$ cat config.mk
export PLATFORM = sky130hd
export DESIGN_NAME = idecoder_queue
export DESIGN_NICKNAME = d
export VERILOG_FILES = /design/src/rtl/idecoder_queue.sv
export SDC_FILE = /design/constraint.sdc
export NUM_CORES = 1
export LEC_CHECK = 0
export CAP_MARGIN = 5
export CORE_MARGIN = 3
export CORE_UTILIZATION = 50
export DETAILED_ROUTE_END_ITERATION = 8
export PLACE_DENSITY = 0.8
export SYNTH_ARGS = -nofsm -noshare
export SYNTH_HDL_FRONTEND = slang
export SYNTH_SLANG_ARGS = --single-unit
export TNS_END_PERCENT = 10
$ cat constraint.sdc
create_clock -name clk -period 2.6 [get_ports clk]
set_clock_uncertainty 0.2 [all_clocks]
set_input_delay 0.52 -clock clk [delete_from_list [all_inputs] [get_ports clk]]
set_output_delay 0.52 -clock clk [all_outputs]
set_load 0.02 [all_outputs]
$ cat src/rtl/idecoder_queue.sv
// Instruction queue with head-entry decode: buffers raw 16-bit words from fetch and
// presents the decoded head to the controller behind a valid/ready handshake.
module idecoder_queue #(
    parameter int DATA_W = 16,
    parameter int DEPTH  = 4
) (
    input  logic                       clk,
    input  logic                       rst_n,
    input  logic                       in_valid,
    output logic                       in_ready,
    input  logic [15:0]                ir_in,
    input  logic                       flush,
    output logic                       out_valid,
    input  logic                       out_ready,
    input  logic [1:0]                 reg_sel,
    output logic [2:0]                 opcode,
    output logic [1:0]                 ALU_op,
    output logic [1:0]                 shift_op,
    output logic [DATA_W-1:0]          sximm5,
    output logic [DATA_W-1:0]          sximm8,
    output logic [2:0]                 r_addr,
    output logic [2:0]                 w_addr,
    output logic [$clog2(DEPTH):0]     count
);

    localparam int AW = $clog2(DEPTH);
    localparam int CW = AW + 1;

    logic [15:0]   mem_q [DEPTH];
    logic [AW-1:0] wr_ptr_q, wr_ptr_d;
    logic [AW-1:0] rd_ptr_q, rd_ptr_d;
    logic [CW-1:0] count_q, count_d;
    logic          push, pop;
    logic [15:0]   head;
    logic [2:0]    sel_addr;

    // Handshake flags come from registered occupancy only, so in_ready never sees out_ready.
    assign in_ready  = (count_q != CW'(DEPTH));
    assign out_valid = (count_q != '0);
    assign push      = in_valid && in_ready;
    assign pop       = out_valid && out_ready;
    assign count     = count_q;

    always_comb begin
        wr_ptr_d = wr_ptr_q;
        rd_ptr_d = rd_ptr_q;
        count_d  = count_q;
        if (flush) begin
            wr_ptr_d = '0;
            rd_ptr_d = '0;
            count_d  = '0;
        end else begin
            if (push) wr_ptr_d = wr_ptr_q + AW'(1);
            if (pop)  rd_ptr_d = rd_ptr_q + AW'(1);
            case ({push, pop})
                2'b10:   count_d = count_q + CW'(1);
                2'b01:   count_d = count_q - CW'(1);
                default: count_d = count_q;
            endcase
        end
    end

    always_ff @(posedge clk or negedge rst_n) begin
        if (!rst_n) begin
            wr_ptr_q <= '0;
            rd_ptr_q <= '0;
            count_q  <= '0;
        end else begin
            wr_ptr_q <= wr_ptr_d;
            rd_ptr_q <= rd_ptr_d;
            count_q  <= count_d;
        end
    end

    // Storage needs no reset: its contents only reach the outputs through the valid gate.
    always_ff @(posedge clk) begin
        if (push && !flush) mem_q[wr_ptr_q] <= ir_in;
    end

    assign head = out_valid ? mem_q[rd_ptr_q] : 16'h0000;

    always_comb begin
        sel_addr = 3'b000;
        case (reg_sel)
            2'b00:   sel_addr = head[2:0];
            2'b01:   sel_addr = head[7:5];
            2'b10:   sel_addr = head[10:8];
            default: sel_addr = 3'b000;
        endcase
    end

    assign opcode   = head[15:13];
    assign ALU_op   = head[12:11];
    assign shift_op = head[4:3];
    assign sximm5   = {{(DATA_W-5){head[4]}}, head[4:0]};
    assign sximm8   = {{(DATA_W-8){head[7]}}, head[7:0]};
    assign r_addr   = sel_addr;
    assign w_addr   = sel_addr;

endmodule

==> impl_metrics.toml <==
[run_status]
outcome = "complete, but fails checks"
violations = "setup timing"

[layout]
multi_input_area_um2 = 827
regArea_um2 = 2100
fin_cells = 336
syn2layout_area_growth_pct = 26.1
drive_gt1_share_pct = 42.5
antenna_cells = 0
fillers = 439
nNetsFinal = 284

[power_and_ir_drop]
p_per_area_nw_per_um2 = 1070
finalPower_mw = 4.26
vdd_drop_max_uv = 565
p_leak_nw = 1.50

[clocking]
cts.path.max_buffers = 2
hold_buffers = 0
clk_pin_slew_ns = 0.07
h-tree-depth = 3
cts_tree = "yes"
clock_latency_ns = 0.34
cts_buffers = 9
numClockSinks = 71
ctsRootBufferMaster = "clkbuf_8"

[global_routing]
grt_pass1_vias = 1823
grt_pass1_wl_um = 9210
grt_max_degree = 17
grt_overflow = 0
grtUsageTotal_pct = 17.3
antenna_found_initial = 0

[logic_synthesis]
synthFlopType = "edfxtp_1"
syn_avg_cell_area_um2 = 16.7
syn_inst = 188
synth-seq-cells = 71
synthDistinctLibCells = 29
syn_area_um2 = 3150
synth_edf_count = 64
async_flop_share_pct = 9.86
ys_warn_count = 0
synth_nets = 216
synth-seq-area-share_pct = 66.6

[timing]
period_minus_slack_ns = 2.68
maxSlewHeadroom_pct = 69.3
grt_setup_unrepaired = "yes"
setup_viol = 25
tightestPinTransition_ns = 0.458
drv_slew = 0
timing.fmax_mhz = 373
finalHoldViolCount = 0
timing.final.ws_setup_ns = -0.0830
fin_hold_ws_ns = 0.240
finalCritPeriodShare_pct = 103

[die]
dieHeight_um = 85.3
die_w_um = 85.3
die_area_um2 = 7280
core_area_um2 = 6030
io_pins = 73
initial_core_util_pct = 52.2
row_count = 28

[route]
drtPass1Iterations = 4
via_count = 1746
drtIter0Drc = 104
wl_per_cell_um = 17.3
drc_errors = 0
viasPerCell = 5.20
drt_wl_total_um = 5820
detail-route-antenna-nets = 0

[setup_path]
slowest_delay_ns = 0.54
rr_worst_depth = 7
crit_family = "multiplexers"
crit_arrival_ns = 1.96
cp_num_cells = 5
path_class = "reg2out"
start_kind = "flip-flop"
worstPathRequired_ns = 1.88
critPathMaxFanout = 5
slowest_stage = "mux4_2"
end_kind = "output pin"
crit_chain = "buf_12 > mux4_2 > a22oi_2 > a21oi_2 > buf_6"
path_buf_inv = 2

[place]
dpl.hpwl_um = 3890
gp_congestion = 0.736
numPortBuffers = 72
place_inst = 316

[run]
drv_cap = 0

[hold_path]
hold_path.class = "in2async"
[kinds of logic (layout without fill, tap and decap cells)]
group / after synthesis / in the layout / synth area share (%)
flip-flops: 71 / 71 / 66.6
AND/OR/NAND/NOR: 39 / 39 / 6.88
buffers and inverters: 39 / 112 / 8.35
multiplexers: 18 / 18 / 12.1
AO/OA/AOI/OAI: 12 / 12 / 2.70
adder cells (fa/ha/maj): 5 / 5 / 2.23
XOR/XNOR: 4 / 4 / 1.11
[through the flow]
step	utilization [%]	worst slack [ns]	setup TNS [ns]	instance area (um2)
finish	65.9	-0.0830	-0.646	3970
CTS	65.8	-0.0900	-0.722	3960
detailed placement	65.0	-0.413	-4.44	3910
global route	65.9	-0.147	-3.10	3970
global placement	65.0	-0.378	-2.98	3910
floorplan	-	0.00842	0	3150
[worst paths after layout]
| path | from | end | slack, ns |
|---|---|---|---|
| max | rd_ptr_q[0] | r_addr[0] | -0.08 |
| min | rst_n | rd_ptr_q[1] | 0.24 |
| max reg2reg | count[2] | count[2] | 0.23 |
| min reg2reg | wr_ptr_q[1] | wr_ptr_q[1] | 0.40 |
| max in group asynchronous | rst_n | rd_ptr_q[0] | 1.68 |
| min in group clk | wr_ptr_q[1] | wr_ptr_q[1] | 0.40 |
[synth_stat cells, types with 2 or more instances]
library cell  count  area (um2)
nor2b_1           3        18.8
clkbuf_1          3        11.3
inv_1             3        11.3
nand2_1           4        15.0
nand3_1           3        15.0
xnor2_1           2        17.5
edfxtp_1         64        1920
nor2_1            6        22.5
xor2_1            2        17.5
a21oi_1           5        25.0
buf_4            30         225
ha_1              4        50.1
nand2b_1          2        12.5
buf_2             3        15.0
and2_1           17         106
a22oi_1           3        22.5
dfrtp_1           7         175
mux4_2           16         360
[layout make-up]
type / instances / share of cell area, %
Inverter: 3 / 0.284
Timing Repair Buffer: 93 / 19.2
Clock buffer: 13 / 4.00
Clock inverter: 3 / 0.441
Sequential cell: 71 / 52.9
Tap cell: 75 / 2.36
Multi-Input combinational cell: 78 / 20.8
[state kept, by name, indices dropped and copies added (netlist names)]
signal / count
rd_ptr_q: 2
count: 3
wr_ptr_q: 2
mem_q: 64
[routing by layer]
layer,wire length (um),GRT usage [%],vias to the layer above
li1,-,-,809
met1,2290,21.7,854
met2,2930,27.5,72
met3,474,5.24,11
met4,132,8.20,0
met5,0,0,-
[timing repair]
item / 4_1_cts / 5_1_grt
pin swaps: 3 / 2
setup buffers: 1 / 3
hold endpoints to repair: 0 / 0
endpoints found under the setup margin: 47 / 45
gates cloned: 1 / 0
gates resized for setup: 188 / 12
[cells in the final DEF, fill, tap and decap left out, types with 3 or more instances in the layout]
cell             synthesis  final
ha_1                     4      4
nor2b_1                  3      3
edfxtp_1                64     64
and2_1                  17     14
buf_2                    3     40
nor2_1                   6      6
clkbuf_8                 0     11
buf_12                   0      7
a21oi_2                  1      4
nand3_1                  3      3
clkdlybuf4s50_1          0     25
dfrtp_1                  7      6
mux4_2                  16     16
clkbuf_2                 0      3
and2_4                   0      3
a22oi_2                  0      3
nand2_1                  4      4
buf_4                   30     13
[report_power, final]
group,internal (mW),switching (mW),total (mW)
sequential,1.34,0.0538,1.39
clock,0.396,0.390,0.786
combinational,0.892,1.19,2.08
No activity file was read; power rests on OpenSTA's default activity.
